==> config.mk <==
export PLATFORM = sky130hd
export DESIGN_NAME = imem_dmem_arbiter
export DESIGN_NICKNAME = d
export VERILOG_FILES = /design/src/rtl/imem_dmem_arbiter.sv
export SDC_FILE = /design/constraint.sdc
export NUM_CORES = 1
export LEC_CHECK = 0
export ABC_CLOCK_PERIOD_IN_PS = 2060
export CAP_MARGIN = 20
export CORE_MARGIN = 5
export CORE_UTILIZATION = 42
export DETAILED_ROUTE_END_ITERATION = 16
export PLACE_DENSITY_LB_ADDON = 0.3
export SLEW_MARGIN = 15
export SYNTH_ARGS = -nofsm -noshare
export SYNTH_HDL_FRONTEND = slang
export SYNTH_SLANG_ARGS = --single-unit
==> constraint.sdc <==
create_clock -name clk -period 2.06 [get_ports clk]
set_input_delay 0.515 -clock clk [delete_from_list [all_inputs] [get_ports clk]]
set_output_delay 0.515 -clock clk [all_outputs]
set_load 0.01 [all_outputs]
==> src/rtl/imem_dmem_arbiter.sv <==
// Shares one single-port 16-bit memory between an instruction fetch port
// (read-only) and a data port (read/write). The data port has priority.
// A starvation counter forces a fetch grant after STARVE_MAX back-to-back
// data grants while fetch waits. if_flush discards a pending or in-flight fetch.
//
// Ports:
//   clk, rst                 clock (rising edge), async active-low reset
//   if_req/if_addr/if_flush  fetch request, address, flush
//   if_rdata/if_valid        fetched instruction and its one-cycle valid pulse
//   if_stall                 fetch must hold (combinational)
//   d_req/d_wr/d_addr/d_wdata  data request, direction, address, write data
//   d_rdata/d_valid          read data and one-cycle completion pulse
//   d_stall                  memory stage must hold (combinational)
//   mem_en/mem_wr/mem_addr/mem_wdata  registered memory command
//   mem_rdata/mem_done       memory read data and completion strobe
module imem_dmem_arbiter #(
  parameter int unsigned STARVE_MAX = 3
) (
  input  logic        clk,
  input  logic        rst,
  input  logic        if_req,
  input  logic [15:0] if_addr,
  input  logic        if_flush,
  output logic [15:0] if_rdata,
  output logic        if_valid,
  output logic        if_stall,
  input  logic        d_req,
  input  logic        d_wr,
  input  logic [15:0] d_addr,
  input  logic [15:0] d_wdata,
  output logic [15:0] d_rdata,
  output logic        d_valid,
  output logic        d_stall,
  output logic        mem_en,
  output logic        mem_wr,
  output logic [15:0] mem_addr,
  output logic [15:0] mem_wdata,
  input  logic [15:0] mem_rdata,
  input  logic        mem_done
);

  localparam int unsigned AW = 16;
  localparam int unsigned DW = 16;
  localparam int unsigned CW = 3;

  localparam logic [1:0] IDLE   = 2'd0;
  localparam logic [1:0] BUSY_I = 2'd1;
  localparam logic [1:0] BUSY_D = 2'd2;

  logic [1:0]    state, state_nxt;
  logic [CW-1:0] starve_cnt, starve_cnt_nxt;
  logic          flush_pend, flush_pend_nxt;
  logic [DW-1:0] if_rdata_nxt, d_rdata_nxt;
  logic          if_valid_nxt, d_valid_nxt;
  logic          mem_en_nxt, mem_wr_nxt;
  logic [AW-1:0] mem_addr_nxt;
  logic [DW-1:0] mem_wdata_nxt;
  logic          data_win;

  // Data wins unless fetch has waited through STARVE_MAX data grants
  assign data_win = d_req && ((starve_cnt < CW'(STARVE_MAX)) || !if_req);

  // Stalls are combinational so a requester sees its release in the valid cycle
  assign if_stall = if_req & ~if_valid;
  assign d_stall  = d_req & ~d_valid;

  // State, command and result registers
  always_ff @(posedge clk or negedge rst) begin
    if (!rst) begin
      state      <= IDLE;
      starve_cnt <= '0;
      flush_pend <= 1'b0;
      if_rdata   <= '0;
      d_rdata    <= '0;
      if_valid   <= 1'b0;
      d_valid    <= 1'b0;
      mem_en     <= 1'b0;
      mem_wr     <= 1'b0;
      mem_addr   <= '0;
      mem_wdata  <= '0;
    end else begin
      state      <= state_nxt;
      starve_cnt <= starve_cnt_nxt;
      flush_pend <= flush_pend_nxt;
      if_rdata   <= if_rdata_nxt;
      d_rdata    <= d_rdata_nxt;
      if_valid   <= if_valid_nxt;
      d_valid    <= d_valid_nxt;
      mem_en     <= mem_en_nxt;
      mem_wr     <= mem_wr_nxt;
      mem_addr   <= mem_addr_nxt;
      mem_wdata  <= mem_wdata_nxt;
    end
  end

  // Arbitration, transaction sequencing and next register values
  always_comb begin
    state_nxt      = state;
    starve_cnt_nxt = starve_cnt;
    flush_pend_nxt = flush_pend;
    if_rdata_nxt   = if_rdata;
    d_rdata_nxt    = d_rdata;
    if_valid_nxt   = 1'b0;
    d_valid_nxt    = 1'b0;
    mem_en_nxt     = mem_en;
    mem_wr_nxt     = mem_wr;
    mem_addr_nxt   = mem_addr;
    mem_wdata_nxt  = mem_wdata;

    case (state)
      IDLE: begin
        if (data_win) begin
          state_nxt     = BUSY_D;
          mem_en_nxt    = 1'b1;
          mem_wr_nxt    = d_wr;
          mem_addr_nxt  = d_addr;
          mem_wdata_nxt = d_wdata;
          if (if_req) begin
            if (starve_cnt != CW'(STARVE_MAX))
              starve_cnt_nxt = starve_cnt + CW'(1);
          end else begin
            starve_cnt_nxt = '0;
          end
        end else if (if_req && !if_flush) begin
          state_nxt      = BUSY_I;
          mem_en_nxt     = 1'b1;
          mem_wr_nxt     = 1'b0;
          mem_addr_nxt   = if_addr;
          mem_wdata_nxt  = '0;
          starve_cnt_nxt = '0;
          flush_pend_nxt = 1'b0;
        end
      end

      BUSY_I: begin
        if (if_flush)
          flush_pend_nxt = 1'b1;
        if (mem_done) begin
          state_nxt      = IDLE;
          mem_en_nxt     = 1'b0;
          flush_pend_nxt = 1'b0;
          // A flushed fetch still completes on the memory side but is dropped
          if (!(flush_pend || if_flush)) begin
            if_rdata_nxt = mem_rdata;
            if_valid_nxt = 1'b1;
          end
        end
      end

      BUSY_D: begin
        if (mem_done) begin
          state_nxt   = IDLE;
          mem_en_nxt  = 1'b0;
          mem_wr_nxt  = 1'b0;
          d_valid_nxt = 1'b1;
          if (!mem_wr)
            d_rdata_nxt = mem_rdata;
        end
      end

      default: begin
        state_nxt  = IDLE;
        mem_en_nxt = 1'b0;
        mem_wr_nxt = 1'b0;
      end
    endcase
  end

endmodule

==> results_dict.tcl <==
set metrics [dict create \
    status "finished clean" \
    h-tree-depth 3 \
    yosysMostFrequentCell "dfrtp_1" \
    p_per_area_nw_per_um2 1410 \
    netlist_instances 266 \
    yosys-top-cells-count "dfrtp_1 (74), nand2_1 (33), mux2_2 (23), inv_1 (21), a21oi_1 (20)" \
    core_area_um2 7250 \
    finalHoldViolCount 0 \
    layout.nets 500 \
    min_period_ps 1990 \
    clock_skew_ps 8.55 \
    slew_violations 0 \
    portBuffers 140 \
    cts-root-buf "clkbuf_8" \
    tightest_slew_ps 544 \
    post_drt_wl_per_cell_um 16.2 \
    cap_violations 0 \
    die_area_um2 9320 \
    cts_tree "done" \
    ys.flop_type "dfrtp_1" \
    wl_um 8570 \
    synth_edf_count 0 \
    ctsHoldBuffers 0 \
    rows 31 \
    arrival_ps 1480 \
    syn-cell-area_um2 3140 \
    vias 2582 \
    insertion_delay_ps 340 \
    rsz0062_at_grt "false" \
    gr-usage-all-layers 0.185 \
    slew_headroom 0.638 \
    routed_via_density 4.89 \
    r2r_cells 5 \
    cts_buffer_depth 2 \
    tns_ps 0 \
    remaining_drc_errors 0 \
    cp_max_fo 2 \
    start_util 0.434 \
    synth-seq-area-share 0.589 \
    grt_overflow 0 \
    critical_path_class "in -> out" \
    dp_hpwl_um 6500 \
    drive_above_1_share 0.172 \
    setup.worst_path.start_class "primary input" \
    placed_area_um2 4800 \
    cp-end-kind "output port" \
    cts_buffers 9 \
    first_pass_iters 4 \
    netlist_top_cells_area "dfrtp_1 (59%), mux2_2 (8.2%), mux2_4 (4.3%)" \
    ys_types 36 \
    fp.dieW_um 96.5 \
    async_flop_share 1.00 \
    ys_warn_count 0 \
    dieHeight_um 96.5 \
    grt_pass1_wl_um 13000 \
    globalplace.congestion 0.845 \
    antenna_found_initial 0 \
    min_path_type "in -> async" \
    grt_pass1_vias 2742 \
    clk_pin_slew_ps 70 \
    fmax_mhz 502 \
    worst_r2r_endpoint "if_rdata[2]$_DFFE_PN0P_" \
    p_leak_nw 2.28 \
    io-pin-count 141 \
    fillers 525 \
    rrSetupSlack_ps 320 \
    drt_iter0_drc 92 \
    finalCritPeriodShare 0.966 \
    postLayoutCellArea_um2 5010 \
    synth_seq_cells 74 \
    avgSynthCellArea_um2 11.8 \
    setup_violations 0 \
    syn_nets 342 \
    grt_max_degree 44 \
    n_antenna_cell 0 \
    ant_nets 0 \
    whs_ps 156 \
    yosysTopAreaCell "dfrtp_1" \
    r2r-start "state[1]$_DFFE_PN0P_" \
    ir_worst_vdd_v 0.000796 \
    area.growth.synth_to_final_pct 59.4 \
    synth_top_area_frac 0.589 \
    required_ps 1540 \
    cts_sinks 74 \
]
==> layer usage <==
layer	vias up	part of all wire	routed length, um	track usage
li1	1232	-	-	-
met1	1221	0.41	3490	0.213
met2	117	0.45	3840	0.305
met3	12	0.13	1110	0.0775
met4	0	0.014	122	0.0794
met5	-	0	0	0
==> critical path: stages <==
cell	delay, ps
clkdlybuf4s50_1	490
inv_1	70
nor2_1	120
dlygate4sd2_1	290
==> placed cells by master, fill, tap and decap left out, types with 2 or more instances in the layout <==
master and instances:
clkdlybuf4s50_1 137, dfrtp_1 74, nand2_1 33, mux2_2 23, inv_1 21, a21oi_1 20, o22ai_1 18, nand3_1 17
buf_4 16, mux2_4 9, clkbuf_8 9, nor2_1 6, ha_1 5, buf_12 5, nor2b_1 3, nand2b_1 2
a21o_1 2, o2bb2ai_1 2, clkinv_2 2, clkbuf_1 2, bufinv_16 2, dlygate4sd2_1 2
==> cells by family (layout without fill, tap and decap cells) <==
| kind of cell | count (synthesis) | after routing | share of synthesized area |
|---|---|---|---|
| muxes | 34 | 34 | 0.132 |
| DFF | 74 | 74 | 0.589 |
| and+or+nand+nor | 66 | 66 | 0.100 |
| buffers and inverters | 35 | 198 | 0.0505 |
| AOI/OAI and AO/OA | 52 | 52 | 0.108 |
| adders and majority gates | 5 | 5 | 0.0199 |
==> timing repair <==
action                                  in CTS  in global routing
resized for setup                            2                  0
buffers inserted                             0                  0
endpoints found under the setup margin       2                  0
==> worst max-delay path by stage <==
stage,slack (ps),start,end,cells past startpoint
3_5_place_dp,-200,if_req,if_stall,4
6_report,70,if_req,if_stall,4
4_1_cts,60,if_req,if_stall,4
3_3_place_gp,-180,if_req,if_stall,4
2_1_floorplan,310,state[1]$_DFFE_PN0P_,if_rdata[10]$_DFFE_PN0P_,5
5_1_grt,2,if_req,if_stall,4
==> registers in the layout, summed over array words and instances, names as in the netlist <==
signal      cells
d_rdata        16
d_valid         1
flush_pend      1
if_rdata       16
if_valid        1
mem_addr       16
mem_en          1
mem_wdata      16
mem_wr          1
starve_cnt      3
state           2
==> per-stage QoR <==
| step | cells | setup WS [ps] | total power, mW | util |
|---|---|---|---|---|
| 6_report | 528 | 69.9 | 7.08 | 0.691 |
| 5_1_grt | 528 | 1.86 | 7.57 | 0.691 |
| 4_1_cts | 528 | 63.2 | 7.18 | 0.691 |
| 3_5_place_dp | 512 | -198 | 5.95 | 0.662 |
| 3_3_place_gp | 512 | -183 | 5.83 | 0.662 |
| 2_1_floorplan | 266 | 312 | 4.02 | - |
==> final cells by class <==
type | count | area [um2] | area share
Sequential cell | 74 | 1850 | 0.370
Timing Repair Buffer | 160 | 1610 | 0.321
Multi-Input combinational cell | 157 | 1130 | 0.226
Clock buffer | 11 | 131 | 0.0262
Tap cell | 99 | 124 | 0.0247
Inverter | 22 | 82.6 | 0.0165
Clock inverter | 5 | 78.8 | 0.0157
==> power by group <==
| part | total [mW] | internal, mW | switching, mW |
|---|---|---|---|
| Combinational | 3.37 | 1.98 | 1.39 |
| Sequential | 2.50 | 2.12 | 0.375 |
| Clock | 1.21 | 0.682 | 0.531 |
No activity file was read; power rests on OpenSTA's default activity.
